## src/rtl/fpga_rst_pkg.sv

```systemverilog
// Shared types for the FPGA reset sequencer: FSM state codes, reset-cause codes
// and a counter-width helper.
package fpga_rst_pkg;

   typedef enum logic [1:0] {
      StHold     = 2'd0,
      StLockWait = 2'd1,
      StRelease  = 2'd2,
      StRun      = 2'd3
   } state_e;

   typedef enum logic [1:0] {
      CausePor  = 2'd0,
      CauseExt  = 2'd1,
      CauseLock = 2'd2,
      CauseSw   = 2'd3
   } cause_e;

   // Wide enough to hold max_val without wrapping.
   function automatic int unsigned cnt_width(input int unsigned max_val);
      return $clog2(max_val) + 1;
   endfunction

endpackage

```

## src/rtl/fpga_rst_debounce.sv

```systemverilog
// Synchroniser followed by a symmetric debounce filter: the output follows the
// synchronised input only after it has disagreed for DEBOUNCE_CYC consecutive cycles.
module fpga_rst_debounce
   import fpga_rst_pkg::*;
#(
   parameter int unsigned SYNC_STAGES  = 2,
   parameter int unsigned DEBOUNCE_CYC = 50000
) (
   input  logic clk,
   input  logic rst_b,
   input  logic async_i,
   output logic deb_o
);

   localparam int unsigned CntW = cnt_width(DEBOUNCE_CYC);
   localparam logic [CntW-1:0] CntLast = CntW'(DEBOUNCE_CYC - 1);

   logic [SYNC_STAGES-1:0] sync_q, sync_d;
   logic [CntW-1:0]        cnt_q, cnt_d;
   logic                   deb_q, deb_d;
   logic                   in_s;

   assign in_s  = sync_q[SYNC_STAGES-1];
   assign deb_o = deb_q;

   always_comb begin
      sync_d = {sync_q[SYNC_STAGES-2:0], async_i};
      deb_d  = deb_q;
      cnt_d  = '0;
      if (in_s != deb_q) begin
         if (cnt_q >= CntLast) begin
            deb_d = in_s;
         end else begin
            cnt_d = cnt_q + 1'b1;
         end
      end
   end

   always_ff @(posedge clk) begin
      if (!rst_b) begin
         sync_q <= '0;
         cnt_q  <= '0;
         deb_q  <= 1'b0;
      end else begin
         sync_q <= sync_d;
         cnt_q  <= cnt_d;
         deb_q  <= deb_d;
      end
   end

endmodule

```

## src/rtl/fpga_rst_seq.sv

```systemverilog
// Staged domain reset sequencer: waits for a stable PLL lock and a clean reset pad,
// then releases each domain reset in order; any fault re-asserts all of them.
module fpga_rst_seq
   import fpga_rst_pkg::*;
#(
   parameter int unsigned NUM_DOM       = 3,
   parameter int unsigned SYNC_STAGES   = 2,
   parameter int unsigned DEBOUNCE_CYC  = 50000,
   parameter int unsigned LOCK_WAIT_CYC = 1024,
   parameter int unsigned STAGE_GAP_CYC = 16,
   parameter int unsigned MIN_HOLD_CYC  = 32
) (
   input  logic               clk,
   input  logic               rst_b,
   input  logic               pll_locked_i,
   input  logic               ext_rst_b_i,
   input  logic               sw_rst_req_i,
   output logic [NUM_DOM-1:0] dom_rst_b_o,
   output logic               all_released_o,
   output logic [1:0]         rst_cause_o,
   output logic [1:0]         state_o
);

   localparam int unsigned MaxHw  = (MIN_HOLD_CYC > LOCK_WAIT_CYC) ? MIN_HOLD_CYC : LOCK_WAIT_CYC;
   localparam int unsigned MaxCyc = (MaxHw > STAGE_GAP_CYC) ? MaxHw : STAGE_GAP_CYC;
   localparam int unsigned CntW   = cnt_width(MaxCyc);
   localparam int unsigned IdxW   = cnt_width(NUM_DOM);

   localparam logic [CntW-1:0] HoldLast = CntW'(MIN_HOLD_CYC - 1);
   localparam logic [CntW-1:0] WaitLast = CntW'(LOCK_WAIT_CYC - 1);
   localparam logic [CntW-1:0] GapLast  = CntW'(STAGE_GAP_CYC - 1);
   localparam logic [CntW-1:0] CntMax   = '1;
   localparam logic [IdxW-1:0] LastIdx  = IdxW'(NUM_DOM - 1);

   logic [SYNC_STAGES-1:0] lock_sync_q;
   logic                   lock_s;
   logic                   ext_deb;

   state_e              state_q;
   cause_e              cause_q;
   cause_e              abort_cause;
   logic                abort;
   logic [CntW-1:0]     cnt_q;
   logic [IdxW-1:0]     idx_q;
   logic [NUM_DOM-1:0]  dom_q;
   logic [NUM_DOM-1:0]  stage_mask;
   logic                all_q;

   fpga_rst_debounce #(
      .SYNC_STAGES  (SYNC_STAGES),
      .DEBOUNCE_CYC (DEBOUNCE_CYC)
   ) u_ext_debounce (
      .clk     (clk),
      .rst_b   (rst_b),
      .async_i (ext_rst_b_i),
      .deb_o   (ext_deb)
   );

   always_ff @(posedge clk) begin
      if (!rst_b) begin
         lock_sync_q <= '0;
      end else begin
         lock_sync_q <= {lock_sync_q[SYNC_STAGES-2:0], pll_locked_i};
      end
   end

   assign lock_s = lock_sync_q[SYNC_STAGES-1];

   // Lock loss outranks the pad, which outranks software; software only counts once releasing.
   always_comb begin
      abort       = 1'b0;
      abort_cause = CauseSw;
      if (!lock_s) begin
         abort       = 1'b1;
         abort_cause = CauseLock;
      end else if (!ext_deb) begin
         abort       = 1'b1;
         abort_cause = CauseExt;
      end else if (sw_rst_req_i && (state_q == StRelease || state_q == StRun)) begin
         abort       = 1'b1;
         abort_cause = CauseSw;
      end
   end

   always_comb begin
      stage_mask = '0;
      for (int i = 0; i < NUM_DOM; i++) begin
         if (idx_q == IdxW'(i)) begin
            stage_mask[i] = 1'b1;
         end
      end
   end

   always_ff @(posedge clk) begin
      if (!rst_b) begin
         state_q <= StHold;
         cause_q <= CausePor;
         cnt_q   <= '0;
         idx_q   <= '0;
         dom_q   <= '0;
         all_q   <= 1'b0;
      end else if (state_q != StHold && abort) begin
         state_q <= StHold;
         cnt_q   <= '0;
         idx_q   <= '0;
         dom_q   <= '0;
         all_q   <= 1'b0;
         // An abort before any domain was released keeps the previous cause.
         if (state_q != StLockWait) begin
            cause_q <= abort_cause;
         end
      end else begin
         unique case (state_q)
            StHold: begin
               if (cnt_q >= HoldLast && lock_s && ext_deb) begin
                  state_q <= StLockWait;
                  cnt_q   <= '0;
               end else if (cnt_q != CntMax) begin
                  cnt_q <= cnt_q + 1'b1;
               end
            end
            StLockWait: begin
               if (cnt_q >= WaitLast) begin
                  state_q <= (NUM_DOM == 1) ? StRun : StRelease;
                  cnt_q   <= '0;
                  idx_q   <= IdxW'(1);
                  dom_q   <= NUM_DOM'(1);
                  all_q   <= (NUM_DOM == 1);
               end else begin
                  cnt_q <= cnt_q + 1'b1;
               end
            end
            StRelease: begin
               if (cnt_q >= GapLast) begin
                  cnt_q <= '0;
                  dom_q <= dom_q | stage_mask;
                  if (idx_q >= LastIdx) begin
                     state_q <= StRun;
                     all_q   <= 1'b1;
                  end else begin
                     idx_q <= idx_q + 1'b1;
                  end
               end else begin
                  cnt_q <= cnt_q + 1'b1;
               end
            end
            StRun: begin
            end
         endcase
      end
   end

   assign dom_rst_b_o    = dom_q;
   assign all_released_o = all_q;
   assign rst_cause_o    = cause_q;
   assign state_o        = state_q;

endmodule

```

## config.mk

```make
export PLATFORM = sky130hd
export DESIGN_NAME = fpga_rst_seq
export DESIGN_NICKNAME = d
export VERILOG_FILES = /design/src/rtl/fpga_rst_pkg.sv /design/src/rtl/fpga_rst_debounce.sv /design/src/rtl/fpga_rst_seq.sv
export SDC_FILE = /design/constraint.sdc
export NUM_CORES = 1
export LEC_CHECK = 0
export ABC_CLOCK_PERIOD_IN_PS = 6500
export BUFFER_PORTS_ARGS = -buffer_cell sky130_fd_sc_hd__clkbuf_2
export CAP_MARGIN = 25
export CORE_MARGIN = 2
export CORE_UTILIZATION = 30
export DETAILED_ROUTE_END_ITERATION = 8
export GPL_ROUTABILITY_DRIVEN = 0
export GPL_TIMING_DRIVEN = 1
export PLACE_DENSITY_LB_ADDON = 0.05
export SYNTH_ARGS = -nofsm -noshare
export SYNTH_HDL_FRONTEND = slang
export SYNTH_SLANG_ARGS = --single-unit
export TNS_END_PERCENT = 50
```

## constraint.sdc

```tcl
create_clock -name clk -period 6.5 [get_ports clk]
set_input_delay 0.325 -clock clk [delete_from_list [all_inputs] [get_ports clk]]
set_output_delay 0.325 -clock clk [all_outputs]
set_load 0.005 [all_outputs]
```

**Word level (Yosys, flattened, before mapping)**

Cells that the tools add are included.

- Mux-type cells: 28
- Reductions and logical operators: 19
- Bitwise operators: 3
- Magnitude comparators: 5
- Equal/unequal tests: 14
- $add $sub $neg: 3

Operators with widths:

| kind | count |
|---|---|
| 2-to-1 mux 11 bit | 4 |
| one-hot mux 11 bit (3 select lines) | 1 |
| adder 17 x 1 -> 17 bit, second input constant | 1 |
| >= comparator 17 x 16 -> 1 bit, second input constant | 1 |
| 2-to-1 mux 2 bit | 6 |
| 2-to-1 mux 3 bit | 4 |
| one-hot mux 3 bit (2 select lines) | 2 |
| adder 11 x 1 -> 11 bit, second input constant | 1 |
| >= comparator 11 x 10 -> 1 bit, second input constant | 1 |
| >= comparator 11 x 4 -> 1 bit, second input constant | 1 |
| >= comparator 11 x 5 -> 1 bit, second input constant | 1 |
| != test 11 bit, second input constant | 1 |
| 2-to-1 mux 1 bit | 9 |
| AND reduction 4 bit | 2 |
| != test 2 x 1 -> 1 bit, second input constant | 3 |
| != test 2 bit, second input constant | 3 |
| one-hot mux 2 bit (3 select lines) | 1 |
| AND reduction 2 bit | 3 |
| AND reduction 5 bit | 1 |
| == test 2 bit, second input constant | 2 |
| logical AND 1 bit | 4 |
| nonzero test 2 bit | 2 |
| adder 3 x 1 -> 3 bit, second input constant | 1 |
| == test 3 x 1 -> 1 bit, second input constant | 1 |
| other kinds (15) | 16 |

- Word-level logic and storage cells: 82
- Flip-flop bits (word level): 44
- Output and inout port bits: 8
- Input port bits: 5

**Logic depth before layout (Yosys ltp)**

- Depth in word-level cells: 8
- Depth in mapped cells: 9
- Gate-level depth less buffers: 8

**Hierarchy**

Synthesis repeated with hierarchy kept, for this count alone.

- Cell total of the unflattened synthesis: 255
- Area, all modules: 2313.5 µm²

By module, submodules not included:

| module | cells each | instances | sequential area each (µm²) | area each (µm²) |
|---|---|---|---|---|
| fpga_rst_seq | 158 | 1 | 480.5 | 1382.6 |
| fpga_rst_debounce | 97 | 1 | 400.4 | 930.9 |

**Least setup slack after synthesis**

OpenSTA, ideal clock, no wires.

- Kind: reg-to-reg
- Start: reg state_q[0], in the netlist state_o[0]
- End: reg cnt_q[2]
- Required time: 6.441 ns
- Period minus slack after synthesis: 2.213 ns
- Path buffers: 1
- Arrival time: 2.153 ns
- Setup time: 0.059 ns
- Stages on the path, launching flop included: 10
- Setup slack: 4.287 ns
- Cells stage by stage: dfxtp_1 inv_1 ha_1 buf_6 or2_1 a21oi_1 o21ai_1 o31ai_4 o21bai_1 a22o_1

- Word-level cells in the longest chain between the ends: 8
- Elaborated cells between the ends (all ways): 16
- Classes of those cells: eq/ne: 4; mux: 4; reduce/logical: 8

RTL lines:

| element | line | RTL |
|---|---|---|
| start: declaration | fpga_rst_seq.sv:39 | `state_e state_q;` |
| start signal: assignment | fpga_rst_seq.sv:96 | `state_q <= StHold;` |
| start signal: assignment | fpga_rst_seq.sv:103 | `state_q <= StHold;` |
| start signal: assignment | fpga_rst_seq.sv:116 | `state_q <= StLockWait;` |
| == test 2 bit, on equally long branches | fpga_rst_seq.sv:79, fpga_rst_seq.sv:113 |  |
| logical OR 1 bit | fpga_rst_seq.sv:79 | `end else if (sw_rst_req_i && (state_q == StRelease \|\| state_q == StRun)) begin` |
| logical AND 1 bit | fpga_rst_seq.sv:79 |  |
| 2-to-1 mux 1 bit | fpga_rst_seq.sv:79 |  |
| 2-to-1 mux 1 bit | fpga_rst_seq.sv:76 | `end else if (!ext_deb) begin` |
| 2-to-1 mux 1 bit | fpga_rst_seq.sv:73 | `if (!lock_s) begin` |
| logical AND 1 bit | fpga_rst_seq.sv:102 | `end else if (state_q != StHold && abort) begin` |
| OR reduction 2 bit (no line) | - |  |
| end signal: assignment | fpga_rst_seq.sv:119 | `cnt_q <= cnt_q + 1'b1;` |
| end signal: assignment | fpga_rst_seq.sv:130 | `cnt_q <= cnt_q + 1'b1;` |
| end signal: assignment | fpga_rst_seq.sv:144 | `cnt_q <= cnt_q + 1'b1;` |
| end: declaration | fpga_rst_seq.sv:43 | `logic [CntW-1:0] cnt_q;` |

Several ways; a longest one is shown, not always the timed one.
A chain may end at the register's enable or synchronous reset.

**Worst setup path after layout**

- Start: reg state_q[0], in the netlist state_o[0]
- End: reg cnt_q[6]

The elaborated chain is that of the path after synthesis.

==> impl_results.md <==
- Clk network pwr share: 0.372
- Via count: 1,745
- Total power divided by cell area: 234 nW/um2
- CTS H-tree depth: 2
- Crit start category: flip-flop
- Synthesized area: 2250 um2
- FF-to-FF End: cnt_q[6]
- Power Total: 591 uW
- Slew headroom: 0.502
- Lkg Pwr: 0.000963 uW
- Largest net degree at the start of global routing: 17
- Crit path largest cell delay: 0.57 ns
- Hold bufs inserted after CTS: 0
- ANT cells: 0
- Clock tree root driver cell: clkbuf_8
- Crit path DAT: 2.86 ns
- Top_reg_cell synth: dfxtp_1
- Status: complete, no violations
- Synth area leaders: dfxtp_1 (39%), nor2_1 (8.0%), ha_1 (6.7%)
- Via/cell ratio: 4.74
- Setup tns final: 0 ns
- Crit path max fanout: 10
- Syn Area/Cell: 8.93 um2
- CTS buffer count: 5
- Yosys top cell by area: dfxtp_1
- Clk buf depth: 2
- Tcrit/Tclk final: 0.402
- Initial antenna violation count: 0
- Die Wd: 90.6 um
- Wire length per cell: 12.7 um
- RSZ-0062 raised after global routing: no
- Synth async-reset ratio: 0
- Layout fillers: 791
- Vias in the first global route: 1,745
- Setup Skew: 0.0142 ns
- Synth top area share: 0.392
- Die area: 8210 um2
- Crit path to: cnt_q[6]
- NetSw: 164 uW
- Post-synth cell types: 51
- Layout area overhead: 12.4%
- Tot GR Track Use: 0.122
- Max Freq: 0.383 GHz
- Register share of total power: 0.495
- IO buf count: 12
- Critical path's slowest cell: o31ai_4
- Grt total ovfl: 0
- Detail Route Antenna Nets: 0
- Post-CTS setup buffers: 0
- Layout cells sized above 1: 0.123
- DRT iter0 DRCs: 34
- Actual slew at the worst max-slew pin: 0.742 ns
- Core region area: 7250 um2
- Critical path origin: state_o[0]
- Starting Density: 0.310
- Gate power share: 0.133
- Final hold violation count: 0
- Max Cap Violations: 0
- Clock-pin slew on the worst setup and hold paths: 0.10 ns
- WHS: 0.222 ns
- Die H: 90.6 um
- Post-DP HPWL: 3430 um
- Synth warn: 0
- Max IR drop VDD: 0.0000905 V
- Fin. max-slew vios: 0
- Post-CTS sizing: 0
- Post-Route WL: 4670 um
- Worst path cell trace: inv_1 -> ha_1 -> or2_1 -> a21oi_1 -> o21ai_1 -> o31ai_4 -> o21bai_1 -> a22o_1
- Depth of the worst register-to-register path: 8
- CTS Sinks: 44
- Min Tclk post-route: 2.61 ns
- WS Path Type: flip-flop to flip-flop
- Number of synthesized flops with an enable pin: 0
- WP data required: 6.75 ns
- Row count: 31
- Internal Power: 427 uW
- Critical R2R Launch: state_o[0]
- Post-Syn Nets: 269
- R2r setup slk: 3.89 ns
- First-pass GRT wire length: 8190 um
- Hold/Removal Path Class: input pin to flip-flop
- Final #Nets: 285
- Mapped Cells: 252
- #FFs+latches synth: 44
- Worst-Skew Late Latency: 0.31 ns
- # IOs: 13
- Post-route DRC violation count: 0
- Final setup vio count: 0
- Setup crit end kind: flip-flop
- Sw frac: 0.278
- TritonCTS clock tree: built
- 1st-pass router iterations: 4
- Seq/Total Area, Yosys: 0.392
## routing by layer
layer / up-vias / GRT usage / wire length (um)
met3: 5 / 0.0250 / 97
li1: 909 / - / -
met1: 819 / 0.146 / 2340
met4: 0 / 0.0423 / 62
met5: - / 0 / 0
met2: 12 / 0.215 / 2170
## cells in the final DEF, fill, tap and decap left out, types with 7 or more instances in the layout
master | netlist | layout
nand4_1 | 8 | 8
ha_1 | 12 | 12
nor3_1 | 8 | 8
nand2_1 | 17 | 17
nor2_1 | 48 | 48
dfxtp_1 | 44 | 44
clkbuf_2 | 0 | 12
a21oi_1 | 9 | 9
nand3_1 | 11 | 11
xor2_1 | 8 | 8
xnor2_1 | 7 | 7
inv_1 | 12 | 12
## cells by family after synthesis
group / Yosys count / share of synthesized area
XOR/XNOR: 15 / 0.0584
other: 1 / 0.00167
AND/OR/NAND/NOR: 110 / 0.245
flip-flops: 44 / 0.392
multiplexers: 6 / 0.0278
buffers and inverters: 15 / 0.0295
adder cells (fa/ha/maj): 12 / 0.0667
AO/OA/AOI/OAI: 49 / 0.179
## sequential cells by signal (all words and copies together) (netlist names)
register and flops:
rst_cause_o 2, lock_sync_q 2, u_ext_debounce.cnt_q 17, idx_q 3, all_released_o 1, cnt_q 11, dom_rst_b_o 3, u_ext_debounce.sync_q 2
state_o 2, u_ext_debounce.deb_o 1
## layout make-up
type / instances / area (um2) / area share
multi-input combinational: 193 / 1300 / 0.515
sequential: 44 / 881 / 0.348
tap: 99 / 124 / 0.0490
clock buffer: 5 / 68.8 / 0.0272
timing repair buffer: 12 / 60.1 / 0.0238
clock inverter: 3 / 47.5 / 0.0188
inverter: 12 / 45.0 / 0.0178
## cells in the mapped netlist (all sizes together) (2+ instances only)
library cell  number
nor2              48
dfxtp             44
nand2             17
ha                12
inv               12
nand3             12
a21oi             10
nor3               9
nand4              8
o21ai              8
xor2               8
xnor2              7
a21o               5
and2               5
a22o               4
mux2i              4
a311oi             3
buf                3
o21bai             3
o2bb2ai            3
a221o              2
a31oi              2
mux2               2
nor2b              2
nor3b              2
nor4               2
## per-stage QoR
stage,instance area [um2],util,instances,worst slack (ns)
2_1_floorplan,2250,-,252,4.29
3_3_place_gp,2410,0.333,360,4.01
3_5_place_dp,2410,0.333,360,3.93
4_1_cts,2530,0.349,368,3.91
5_1_grt,2530,0.349,368,3.74
6_report,2530,0.349,368,3.89
## critical path: cells and delay by family, from the launching register on
kind	cells	cell delay (ns)
adder cells (fa/ha/maj)	1	0.32
AO/OA/AOI/OAI	5	1.37
buffers and inverters	1	0.09
AND/OR/NAND/NOR	1	0.29
flip-flops	1	0.46
## worst min-delay path by stage
stage | startpoint | endpoint | slack (ns) | cells after the start
2_1_floorplan | lock_sync_q[0] | lock_sync_q[1] | 0.41 | 1
3_5_place_dp | lock_sync_q[0] | lock_sync_q[1] | 0.42 | 1
5_1_grt | ext_rst_b_i | u_ext_debounce.sync_q[0] | 0.23 | 2
4_1_cts | ext_rst_b_i | u_ext_debounce.sync_q[0] | 0.21 | 2
6_report | ext_rst_b_i | u_ext_debounce.sync_q[0] | 0.22 | 2
3_3_place_gp | lock_sync_q[0] | lock_sync_q[1] | 0.43 | 1
## power groups by stage
stage	sequential, uW	clock, uW	combinational (uW)
after floorplan	297	0	58.9
after global placement	299	0	79.7
after detailed placement	299	0	79.4
after CTS	292	230	79.5
after global routing	295	237	87.7
final	292	220	78.6
No activity file was read; power rests on OpenSTA's default activity.
